<file path="config.mk">
export PLATFORM = sky130hd
export DESIGN_NAME = writeback_unit
export DESIGN_NICKNAME = d
export VERILOG_FILES = /design/src/rtl/wb_pkg.sv /design/src/rtl/wb_scoreboard.sv /design/src/rtl/writeback_unit.sv
export SDC_FILE = /design/constraint.sdc
export NUM_CORES = 1
export LEC_CHECK = 0
export CAP_MARGIN = 20
export CORE_UTILIZATION = 46
export DETAILED_ROUTE_END_ITERATION = 7
export MAX_ROUTING_LAYER = met4
export PLACE_DENSITY = 0.81
export SLEW_MARGIN = 20
export SYNTH_ARGS = -nofsm -noshare
export SYNTH_HDL_FRONTEND = slang
export SYNTH_SLANG_ARGS = --single-unit
</file>
<file path="constraint.sdc">
create_clock -name clk -period 2.9 [get_ports clk]
set_input_delay 0.58 -clock clk [delete_from_list [all_inputs] [get_ports clk]]
set_output_delay 0.58 -clock clk [all_outputs]
set_load 0.02 [all_outputs]
</file>
<file path="src/rtl/wb_pkg.sv">
// Shared definitions for the write-back stage: data/register widths and FSM state type.
package wb_pkg;

    localparam int DATA_W   = 32;
    localparam int REG_AW   = 4;
    localparam int NUM_REGS = 16;

    typedef enum logic {
        IDLE   = 1'b0,
        SECOND = 1'b1
    } wb_state_t;

endpackage

</file>
<file path="src/rtl/wb_scoreboard.sv">
// Register busy tracker: a bit per register, set at issue and cleared when its write retires.
module wb_scoreboard #(
    parameter int REG_AW   = 4,
    parameter int NUM_REGS = 16
) (
    input  logic              clk,
    input  logic              rst,
    input  logic              issue_valid,
    input  logic [REG_AW-1:0] issue_dest,
    input  logic              wb_en,
    input  logic [REG_AW-1:0] wb_dest,
    input  logic [REG_AW-1:0] chk_src1,
    input  logic [REG_AW-1:0] chk_src2,
    input  logic              chk_src1_en,
    input  logic              chk_src2_en,
    output logic              hazard
);

    logic [NUM_REGS-1:0] busy;

    // Set is applied after clear so a new issue to a retiring register keeps it busy.
    always_ff @(posedge clk or posedge rst) begin
        if (rst) begin
            busy <= '0;
        end else begin
            if (wb_en)
                busy[wb_dest] <= 1'b0;
            if (issue_valid)
                busy[issue_dest] <= 1'b1;
        end
    end

    assign hazard = (chk_src1_en && busy[chk_src1]) || (chk_src2_en && busy[chk_src2]);

endmodule

</file>
<file path="src/rtl/writeback_unit.sv">
// Write-back stage driving the single register-file write port; dual writes are serialized.
// Optional register scoreboard built when WB_SCOREBOARD_EN is defined.
module writeback_unit #(
    parameter int DATA_W = wb_pkg::DATA_W,
    parameter int REG_AW = wb_pkg::REG_AW
) (
    input  logic              clk,
    input  logic              rst,
    input  logic              in_valid,
    output logic              in_ready,
    input  logic              in_wb_en,
    input  logic              in_mem_r_en,
    input  logic [REG_AW-1:0] in_dest,
    input  logic [DATA_W-1:0] in_alu_result,
    input  logic [DATA_W-1:0] in_mem_data,
    input  logic              in_wb2_en,
    input  logic [REG_AW-1:0] in_dest2,
    input  logic              issue_valid,
    input  logic [REG_AW-1:0] issue_dest,
    input  logic [REG_AW-1:0] chk_src1,
    input  logic [REG_AW-1:0] chk_src2,
    input  logic              chk_src1_en,
    input  logic              chk_src2_en,
    output logic              hazard,
    output logic [REG_AW-1:0] Dest_wb,
    output logic [DATA_W-1:0] Result_WB,
    output logic              writeBackEn
);

    import wb_pkg::*;

    wb_state_t         state;
    wb_state_t         next_state;
    logic              accept;
    logic [DATA_W-1:0] primary;
    logic              wr_en;
    logic [REG_AW-1:0] wr_dest;
    logic [DATA_W-1:0] wr_data;
    logic              latch_second;
    logic [REG_AW-1:0] dest2_p0;
    logic [DATA_W-1:0] data2_p0;

    assign in_ready = (state == IDLE);
    assign accept   = in_valid && in_ready;
    assign primary  = in_mem_r_en ? in_mem_data : in_alu_result;

    always_ff @(posedge clk or posedge rst) begin
        if (rst)
            state <= IDLE;
        else
            state <= next_state;
    end

    always_comb begin
        next_state = state;
        case (state)
            IDLE:    if (accept && in_wb_en && in_wb2_en) next_state = SECOND;
            SECOND:  next_state = IDLE;
            default: next_state = IDLE;
        endcase
    end

    // A lone base update takes the port directly; only true dual writes defer to SECOND.
    always_comb begin
        wr_en        = 1'b0;
        wr_dest      = in_dest;
        wr_data      = primary;
        latch_second = 1'b0;
        case (state)
            IDLE: begin
                if (accept && in_wb_en) begin
                    wr_en        = 1'b1;
                    latch_second = in_wb2_en;
                end else if (accept && in_wb2_en) begin
                    wr_en   = 1'b1;
                    wr_dest = in_dest2;
                    wr_data = in_alu_result;
                end
            end
            SECOND: begin
                wr_en   = 1'b1;
                wr_dest = dest2_p0;
                wr_data = data2_p0;
            end
            default: ;
        endcase
    end

    // Second-write holding stage; validity is carried by the FSM state.
    always_ff @(posedge clk) begin
        if (latch_second) begin
            dest2_p0 <= in_dest2;
            data2_p0 <= in_alu_result;
        end
    end

    // Register-file port stage.
    always_ff @(posedge clk or posedge rst) begin
        if (rst) begin
            writeBackEn <= 1'b0;
            Dest_wb     <= '0;
            Result_WB   <= '0;
        end else begin
            writeBackEn <= wr_en;
            if (wr_en) begin
                Dest_wb   <= wr_dest;
                Result_WB <= wr_data;
            end
        end
    end

`ifdef WB_SCOREBOARD_EN
    wb_scoreboard #(
        .REG_AW   (REG_AW),
        .NUM_REGS (1 << REG_AW)
    ) u_scoreboard (
        .clk         (clk),
        .rst         (rst),
        .issue_valid (issue_valid),
        .issue_dest  (issue_dest),
        .wb_en       (writeBackEn),
        .wb_dest     (Dest_wb),
        .chk_src1    (chk_src1),
        .chk_src2    (chk_src2),
        .chk_src1_en (chk_src1_en),
        .chk_src2_en (chk_src2_en),
        .hazard      (hazard)
    );
`else
    logic unused_sb_inputs;
    assign unused_sb_inputs = ^{issue_valid, issue_dest, chk_src1, chk_src2, chk_src1_en, chk_src2_en};
    assign hazard = 1'b0;
`endif

endmodule

</file>
# After elaboration in Yosys (flattened, before gate mapping)

Index checks and enable logic that the tools add are counted.
Widths: inputs -> output; s select.

Output and inout port bits: 39
Word-level logic and storage cells: 25
Bits in registers: 74

Mux-type cells: 14
Bitwise operators: 1
Reductions and logical operators: 4

Operator list:

| operator          | number |
|---|---|
| $mux 32           | 3 |
| $pmux 32 s2       | 1 |
| $mux 4            | 2 |
| $pmux 4 s2        | 1 |
| $mux 1            | 5 |
| $logic_and 1x1->1 | 4 |
| $pmux 1 s2        | 2 |
| $not 1->1         | 1 |

# Depth between registers and ports, before layout

Gate-level depths: netlist of run 1.

Depth in word-level cells: 6
Depth in mapped cells: 6

# Worst setup path after synthesis of run 1

Ideal clock, no wire load.

Path type: register to register
From: reg state
To: reg data2_p0[0], enable pin
Stages on the path, launching flop included: 5
Required time: 2.504 ns
Setup slack: 0.690 ns
Path buffers: 2
Data arrival time: 1.813 ns
Setup time: 0.396 ns
Period minus slack after synthesis: 2.210 ns
Cells stage by stage: dfrtp_1 -> clkbuf_1 -> inv_2 -> buf_2 -> and4_1

Longest elaborated chain between the ends: 5

RTL lines:

| what                   | line                 | source |
|---|---|---|
| from (decl)            | writeback_unit.sv:32 | `wb_state_t state;` |
| from (signal assigned) | writeback_unit.sv:51 | `state <= next_state;` |
| $not 1->1              | -                    |  |
| $logic_and 1x1->1      | writeback_unit.sv:44 | `assign accept = in_valid && in_ready;` |
| $logic_and 1x1->1      | writeback_unit.sv:71 | `if (accept && in_wb_en) begin` |
| $mux 1                 | writeback_unit.sv:71 |  |
| $mux 1 (*)             | writeback_unit.sv:69 | `case (state)` |
| named net latch_second | writeback_unit.sv:39 | `logic latch_second;` |
| to (signal assigned)   | writeback_unit.sv:93 | `data2_p0 <= in_alu_result;` |
| to (decl)              | writeback_unit.sv:41 | `logic [DATA_W-1:0] data2_p0;` |

Mark *: on every way through the listed nets, which the timed path passes. The rest lies on a longest branch.
A chain may end at the register's enable or synchronous reset.

# Worst setup path after layout of run 1

From: in in_wb2_en
To: reg Result_WB[24]

Longest elaborated chain between the ends: 4
Elaborated cells on any way between the ends: 7
Those cells by class: mux (6); reduce/logical (1)

RTL lines:

| what                                      | line                  | source |
|---|---|---|
| from (decl)                               | writeback_unit.sv:16  | `input logic in_wb2_en,` |
| $logic_and 1x1->1 (*)                     | writeback_unit.sv:74  | `end else if (accept && in_wb2_en) begin` |
| $mux 32 or $mux 1 (tied branches)         | writeback_unit.sv:74  |  |
| $mux 32 or $mux 1 (tied branches)         | writeback_unit.sv:71  |  |
| $pmux 32 s2 or $pmux 1 s2 (tied branches) | writeback_unit.sv:69  |  |
| to (signal assigned)                      | writeback_unit.sv:107 | `Result_WB <= wr_data;` |
| to (decl)                                 | writeback_unit.sv:26  | `output logic [DATA_W-1:0] Result_WB,` |

Mark *: on every way between the ends. The rest lies on a longest branch, timed or not.

==> reports/results.txt, run 1 <==
status: finished, final reports clean
grt met1 use: 31.28%
largest net degree at the start of global routing: 71
DRC viols: 0
nets: 501
DR vias/cell: 5.851
final worst path period share: 70.86%
GR Util All Layers: 23.97%
Fillers: 653
Reg power frac: 43.4%
number of global-route vias before repair: 3,047
layout cell share with drive strength beyond 1: 16.46%
post-route ant nets: 0
DRT Pass-1 Iters: 4
RSZ-0062 raised after global routing: no
internal power component: 0.002109 W
met2 usage: 37.29%
Clock Latency Late Sink: 340 ps
worst slew pin tran: 908.7 ps
r2r worst-path depth: 4
most frequent cells in the layout: 114 x clkdlybuf4s50_1, 37 x dfrtp_1, 36 x edfxtp_1
R2R Setup Slk: 1080 ps
Rel. slew slack: 39.42%
busiest grt layer: met2
grt total ovfl: 0
initial antenna violation count: 0
share of total power in combinational logic: 23.7%
initial DRC count: 251
max-cap viol count: 0
worst clock skew: 13.23 ps
Max Slew Vio Count: 0
PwrDens: 540.3 nW/um2
crit path launch: in_wb2_en
Syn. warnings: 0
worst setup path class: input pin to flop
LEAKAGE: 2.073 nW
Reg clk slew, reported paths: 70 ps
H-Tree Depth: 3
syn_nets: 398
startpoint types: input pin
Die ar.: 8834 um2
chip width: 93.99 um
CTS sink cnt: 74
final WL: 9642 um
Initial Utilization: 47.37%
Placeable Area: 8217 um2
Sw Share: 26.66%
routability cong.: 0.8071
clock network fraction of total power: 32.9%
post-DP HPWL: 6281 um
Layout area overhead: 36.74%
net load switching power: 0.0007667 W
site row count: 33
CTS tree: built
maximum clock frequency: 0.4866 GHz
Layout Utilization: 64.78%
cell count after synthesis: 305
Cell Area, Synth: 3892 um2
Die Y-Extent: 93.99 um
Crit. End Element: flop
Clock Path Buffers: 2
final setup violation count: 0
Setup Fix Bufs, Post-CTS: 0
post-synthesis sequential area ratio: 52.20%
Port Buffers: 115
hold violation count in the final report: 0
ANT cells: 0
average wire per standard cell: 18.61 um
root buffer cell: clkbuf_8
Final min period: 2055 ps
setup TNS: 0 ps
Critical Path Sink: Result_WB[24]
Max IR drop VDD: 0.2913 mV
CTS Hold Bufs: 0
reg2reg end: Result_WB[24]
Worst Path Arrival: 2290 ps
Netlist cell types: 32
RR Startpoint: state
Mean Syn Cell Area: 12.76 um2
Max FO, Critical Path: 18
first-pass GRT wire length: 15,530 um
GR met3 Demand/Resource: 2.994%
Tot Pwr: 0.002876 W
Worst EP required: 3130 ps
Hold Slack: 486.6 ps
Hold WC Path Type: flop to flop
IO Count: 132
PostCTS Resize Cnt: 0
TritonCTS Buffers: 9
Synth Register Bits: 74
vias: 3,031
commonest non-fill, non-tap cell in the layout: clkdlybuf4s50_1
==> registers in the layout, indices dropped and copies added (netlist names) <==
| register | flops |
|---|---|
| writeBackEn | 1 |
| Result_WB | 32 |
| data2_p0 | 32 |
| state | 1 |
| Dest_wb | 4 |
| dest2_p0 | 4 |
==> per-stage QoR <==
step	setup slack (ps)	cells	area [um2]
floorplan	690.5	305	3892
global placement	560.4	502	5084
detailed placement	496.8	502	5084
CTS	857.5	518	5323
global route	775.3	518	5323
finish	845.0	518	5323
==> synthesized netlist by cell type <==
master,number,area share [%]
dfrtp_1,38,24
edfxtp_1,36,28
nand3_1,34,4.4
mux2i_1,32,8.2
a211oi_1,31,6.0
o31ai_1,31,6.0
nor4b_2,30,12
buf_2,18,2.3
clkbuf_1,9,0.87
buf_4,6,1.2
buf_6,5,1.4
a21oi_1,4,0.51
and3b_1,4,0.90
a2bb2oi_1,3,0.68
and2_1,3,0.48
o21ai_0,3,0.39
nand2b_1,2,0.32
nor2_1,2,0.19
a22o_1,1,0.23
a31oi_1,1,0.16
and4_1,1,0.23
clkbuf_2,1,0.13
conb_1,1,0.096
inv_1,1,0.096
inv_2,1,0.096
nand2_1,1,0.096
nand3b_1,1,0.19
nor4b_1,1,0.23
o21a_1,1,0.19
o21ai_2,1,0.23
o22a_1,1,0.23
o2bb2ai_1,1,0.23
==> worst min-delay path by stage <==
stage | start | to | depth (start not counted)
final | dest2_p0[3] | Dest_wb[3] | 1
after global routing | dest2_p0[3] | Dest_wb[3] | 1
after CTS | dest2_p0[3] | Dest_wb[3] | 1
after detailed placement | dest2_p0[3] | Dest_wb[3] | 1
after global placement | dest2_p0[3] | Dest_wb[3] | 1
after floorplan | dest2_p0[3] | Dest_wb[3] | 1
==> worst max-delay path, stage by stage <==
cell	delay (ps)
clkdlybuf4s50_1	510
buf_4	210
o21ai_4	470
buf_4	300
nand3_1	90
o31ai_1	120
==> cells by family (layout without fill, tap and decap cells) <==
| kind of cell | count (synthesis) | after routing | share of synthesized area [%] |
|---|---|---|---|
| and+or+nand+nor | 79 | 79 | 18.58 |
| AOI/OAI and AO/OA | 78 | 78 | 14.79 |
| DFF | 74 | 74 | 52.20 |
| buffers and inverters | 41 | 149 | 6.107 |
| muxes | 32 | 32 | 8.229 |
| other | 1 | 1 | 0.09634 |
==> power by group through the flow <==
stage | combinational [W] | clock (W) | sequential, W
finish | 0.000681 | 0.000946 | 0.00125
global route | 0.000731 | 0.00100 | 0.00126
CTS | 0.000687 | 0.000967 | 0.00125
detailed placement | 0.000685 | 0 | 0.00127
global placement | 0.000671 | 0 | 0.00127
floorplan | 0.000249 | 0 | 0.00136
==> routing by layer <==
metal  share of wire, %  vias up  wire [um]
li1                   -     1416          -
met4                2.6        0        250
met5                  0        -          0
met2                 50      122       4795
met3                4.9       17        474
met1                 43     1476       4121
==> area by class of cell <==
class / instances / area (um2) / share of cell area [%]
clock buffers: 12 / 166.4 / 3.126
clock inverters: 4 / 72.57 / 1.363
inverters: 2 / 7.507 / 0.1410
multi-input cells: 190 / 1633 / 30.68
flip-flops and latches: 74 / 2033 / 38.20
well taps: 105 / 131.4 / 2.468
repair buffers: 131 / 1279 / 24.02
(Power assumes the default switching activity.)
==> inputs of run 2 (changes only) <==
CORE_UTILIZATION = 42   (was 46)
PLACE_DENSITY = 0.78   (was 0.81)
clock period = 1.8 ns   (was 2.9 ns; I/O delays follow)
==> run 2 against run 1 <==
The run now ends with design-rule violations left; wire length increased by 2.9%; sequential power increased by 61%; critical endpoint is now Result_WB[14]; critical path type is now flop to output port; flip-flop and latch count unchanged; via count decreased by 0.66%; register-to-register slack got worse by 880 ps.
==> reports/results.txt, run 2 (synthesis results as in run 1) <==
max-cap viol count: 0 (unchanged)
Placeable Area: 8848 um2 (+7.7%)
worst clock skew: 14.80 ps (+1.572 ps)
non-filler instance count after layout: 529 (+2.1%)
failing checks: design-rule violations
Die ar.: 9657 um2 (+9.3%)
LEAKAGE: 2.107 nW (+1.6%)
post-route ant nets: 0 (unchanged)
first-pass GRT wire length: 16,330 um (+5.2%)
worst stage delay on the critical path: 660 ps (+150 ps)
ANT cells: 0 (unchanged)
layout cell share with drive strength beyond 1: 18.29% (+1.8 points)
Reg clk slew, reported paths: 90 ps (+20 ps)
commonest non-fill, non-tap cell in the layout: clkdlybuf4s50_1
routability cong.: 0.7642 (-5.3%)
CTS Hold Bufs: 0 (unchanged)
Port Buffers: 115 (unchanged)
chip width: 98.27 um (+4.6%)
DRC viols: 7 (+7)
worst slack, placed: -157.7 ps (-654.5 ps)
status: finished with violations
GR Util All Layers: 22.32% (-1.6 points)
IO Count: 132 (unchanged)
largest net degree at the start of global routing: 67 (-5.6%)
dpl cells: 513 (+2.2%)
Initial Utilization: 43.99% (-3.4 points)
site row count: 34 (+3.0%)
nets: 509 (+1.6%)
average wire per standard cell: 18.76 um (+0.80%)
Multi-input gate area: 1634 um2 (about the same)
Rel. slew slack: 41.27% (+1.8 points)
DR vias/cell: 5.692 (-2.7%)
worst slew pin tran: 881.0 ps (-27.74 ps)
TritonCTS Buffers: 9 (unchanged)
initial DRC count: 121 (-52%)
root buffer cell: clkbuf_8
largest registers: Result_WB x32, data2_p0 x32
vias: 3,011 (-0.66%)
DRT Pass-1 Iters: 8 (+4)
Layout area overhead: 39.09%
Clock Latency Late Sink: 350 ps (about the same)
post-DP HPWL: 6508 um (+3.6%)
Max FO, Critical Path: 2 (-16)
hold violation count in the final report: 0 (unchanged)
RSZ-0062 raised after global routing: no
Clock Path Buffers: 2 (unchanged)
worst path cell trace: clkdlybuf4s50_1
number of global-route vias before repair: 3,180 (+4.4%)
startpoint types: flop
Hold WC Path Type: input pin to asynchronous set/reset pin
CTS sink cnt: 74 (unchanged)
Die Y-Extent: 98.27 um (+4.6%)
grt total ovfl: 0 (unchanged)
Max IR drop VDD: 0.3414 mV (+17%)
final worst path period share: 95.58%
Worst EP required: 1440 ps (-1690 ps)
CTS tree: built
Crit. End Element: output port
setup ws final: 79.53 ps (-765.5 ps)
Worst Path Arrival: 1360 ps (-930 ps)
worst setup path class: flop to output port
Largest delay share family, worst path: buffers and inverters
maximum clock frequency: 0.5812 GHz
Hold Slack: 348.8 ps (-137.8 ps)
R2R Setup Slk: 200 ps (-880 ps)
H-Tree Depth: 3 (unchanged)
Final min period: 1720 ps
CP bufs+invs: 1 (-2)
Max Slew Vio Count: 0 (unchanged)
most frequent cells in the layout: 113 x clkdlybuf4s50_1, 37 x dfrtp_1, 36 x edfxtp_1
initial antenna violation count: 0 (unchanged)
Fillers: 737 (+13%)
PwrDens: 824.8 nW/um2 (+53%)
FF/Latch Area: 2033 um2 (unchanged)
final setup violation count: 0 (unchanged)
Tot Pwr: 0.004465 W (+55%)
CP max stage cell: clkdlybuf4s50_1
final WL: 9926 um (+2.9%)
## run 2: layer usage
metal,vias to the layer above,track usage [%],share of wire (%)
met1,1474,29.25,44
li1,1427,-,-
met4,0,6.774,1.0
met3,9,3.937,4.9
met2,101,35.48,50
met5,-,-,0
## run 2: through the flow
step	utilization [%]	TNS, ps	cell area [um2]
after floorplan	-	0	3895
after global placement	58.89	-4717	5211
after detailed placement	58.89	-6179	5211
after CTS	61.19	0	5414
after global routing	61.19	0	5414
final	61.19	0	5414
## run 2: area by class of cell
cell class                 instances  share of cell area, %
tap                              108                  2.496
timing repair buffer             139                  25.86
inverter                           2                 0.1387
clock buffer                      10                  2.542
sequential                        74                  37.55
multi-input combinational        190                  30.18
clock inverter                     6                  1.225
## run 2: worst paths after layout
check,end,cells past startpoint,startpoint
max,Result_WB[14],1,Result_WB[14]
max reg2reg,Result_WB[10],3,state
max in group asynchronous,state,3,rst
min in group clk,Dest_wb[3],1,dest2_p0[3]
min,Result_WB[7],3,rst
min reg2reg,Dest_wb[3],1,dest2_p0[3]
## run 2: repair_timing
action	CTS	global route
setup buffers	0	0
gates resized for setup	1	0
endpoints found under the setup margin	1	0
hold endpoints to repair	0	0
## run 2: power by group
part	switching (W)	total, W	internal, W
Clock	0.000642	0.00132	0.000678
Sequential	0.0000833	0.00201	0.00193
Combinational	0.000542	0.00113	0.000590
Total	0.00127	0.00447	0.00320
==> inputs of run 3 (changes only) <==
CAP_MARGIN = not set   (was 20)
SETUP_SLACK_MARGIN = 0.05   (was not set)
==> run 3 against run 2 <==
The flow still finishes with violations (design-rule violations); wire length about the same; combinational power about the same; sequential share of layout area about the same; sequential power about the same; register-to-register slack about the same; largest power group unchanged.
==> reports/results.txt, run 3 (synthesis results as in run 1) <==
Reg clk slew, reported paths: 90 ps (about the same)
DRC viols: 8 (+1)
GR Util All Layers: 22.32% (unchanged)
final worst path period share: 94.85% (-0.73 points)
Setup Fix Bufs, Post-CTS: 0 (unchanged)
PwrDens: 823.9 nW/um2 (-0.10%)
post-route cell area: 5419 um2 (about the same)
worst path cell trace: clkdlybuf4s50_1
max-cap viol count: 0 (unchanged)
worst clock skew: 14.57 ps (-0.2314 ps)
chip width: 98.27 um (unchanged)
worst slew pin tran: 888.4 ps (+7.387 ps)
r2r worst-path depth: 3 (unchanged)
largest net degree at the start of global routing: 67 (unchanged)
number of global-route vias before repair: 3,180 (unchanged)
root buffer cell: clkbuf_8
Hold WC Path Type: input pin to asynchronous set/reset pin
CP max stage cell: clkdlybuf4s50_1
nets: 509 (unchanged)
Tot Pwr: 0.004465 W (about the same)
IO Count: 132 (unchanged)
post-DP HPWL: 6508 um (unchanged)
first-pass GRT wire length: 16,330 um (unchanged)
Max FO, Critical Path: 2 (unchanged)
worst setup path class: flop to output port
status: finished with violations
Die ar.: 9657 um2 (unchanged)
CTS sink cnt: 74 (unchanged)
Layout area overhead: 39.22% (about the same)
TritonCTS Buffers: 9 (unchanged)
Max Slew Vio Count: 0 (unchanged)
CTS Hold Bufs: 0 (unchanged)
Hold Slack: 348.9 ps (+0.1890 ps)
LEAKAGE: 2.127 nW (+0.98%)
worst stage delay on the critical path: 620 ps (-40 ps)
Worst Path Arrival: 1350 ps (about the same)
Clock Latency Late Sink: 350 ps (about the same)
routability cong.: 0.7642 (unchanged)
Worst EP required: 1440 ps (about the same)
Max IR drop VDD: 0.3414 mV (about the same)
R2R Setup Slk: 200 ps (about the same)
reg2reg end: Result_WB[24]
stages on the worst setup path: 1 (unchanged)
maximum clock frequency: 0.5857 GHz (+0.77%)
Critical Path Sink: Result_WB[10]
startpoint types: flop
Largest delay share family, worst path: buffers and inverters
vias: 3,019 (+0.27%)
post-route ant nets: 0 (unchanged)
Port Buffers: 115 (unchanged)
commonest non-fill, non-tap cell in the layout: clkdlybuf4s50_1
grt total ovfl: 0 (unchanged)
initial antenna violation count: 0 (unchanged)
failing checks: design-rule violations
ANT cells: 0 (unchanged)
DR vias/cell: 5.707 (+0.27%)
Crit. End Element: output port
crit path launch: Result_WB[10]
CTS tree: built
DRT Pass-1 Iters: 6 (-2)
Final min period: 1707 ps (-13.11 ps)
initial DRC count: 119 (-1.7%)
RR Startpoint: state
PostCTS Resize Cnt: 1 (unchanged)
final WL: 9932 um (about the same)
layout cell share with drive strength beyond 1: 18.29% (unchanged)
largest registers: Result_WB x32, data2_p0 x32
Placeable Area: 8848 um2 (unchanged)
CP bufs+invs: 1 (unchanged)
Initial Utilization: 43.99% (unchanged)
Clock Path Buffers: 2 (unchanged)
FF/Latch Area: 2033 um2 (unchanged)
Placed Area: 5211 um2 (unchanged)
hold violation count in the final report: 0 (unchanged)
Die Y-Extent: 98.27 um (unchanged)
average wire per standard cell: 18.78 um (about the same)
most frequent cells in the layout: 111 x clkdlybuf4s50_1, 37 x dfrtp_1, 36 x edfxtp_1
RSZ-0062 raised after global routing: no
Rel. slew slack: 40.78% (-0.49 points)
Fillers: 739 (+0.27%)
H-Tree Depth: 3 (unchanged)
site row count: 34 (unchanged)
final setup violation count: 0 (unchanged)
Multi-input gate area: 1634 um2 (unchanged)
-- run 3: cell types whose count changed in the layout (fill, tap and decap cells not counted), sizes merged --
cell	previous run	this run
clkdlybuf4s50	113	111
dlymetal6s2s	0	2
-- run 3: worst min path at each step --
stage                            from      endpoint
after global placement    dest2_p0[3]    Dest_wb[3]
after global routing              rst  Result_WB[2]
after detailed placement  dest2_p0[3]    Dest_wb[3]
final                             rst  Result_WB[7]
after floorplan           dest2_p0[3]    Dest_wb[3]
after CTS                         rst  Result_WB[5]
-- run 3: cell type report --
class	count	area share (%)
repair buffers	139	25.93
clock inverters	6	1.224
flip-flops and latches	74	37.52
inverters	2	0.1385
well taps	108	2.494
clock buffers	10	2.540
multi-input cells	190	30.15
-- run 3: worst reg2reg max path, cell delays in order (launching register included) --
cell and delay, ps:
dfrtp_2 360, buf_4 680, nor4b_2 140, o31ai_1 300
-- run 3: metal layers --
layer	routed length, um	part of all wire [%]	GRT usage (%)	vias up
met5	0	0	-	-
met4	99	1.0	6.774	0
met3	509	5.1	3.937	9
met2	4874	49	35.48	104
met1	4448	45	29.25	1476
li1	-	-	-	1430
-- run 3: through the flow --
| step | util, % | setup WS [ps] | cells | TNS (ps) |
|---|---|---|---|---|
| floorplan | - | 140.2 | 305 | 0 |
| global placement | 58.89 | -84.47 | 513 | -4717 |
| detailed placement | 58.89 | -157.7 | 513 | -6179 |
| CTS | 61.19 | 70.59 | 529 | 0 |
| global route | 61.24 | 51.49 | 529 | 0 |
| finish | 61.24 | 92.64 | 529 | 0 |
-- run 3: power by group --
group	internal, W	switching [W]	leakage [nW]	total, W
Clock	0.000678	0.000643	0.0945	0.00132
Sequential	0.00193	0.0000826	0.788	0.00201
Combinational	0.000589	0.000542	1.24	0.00113
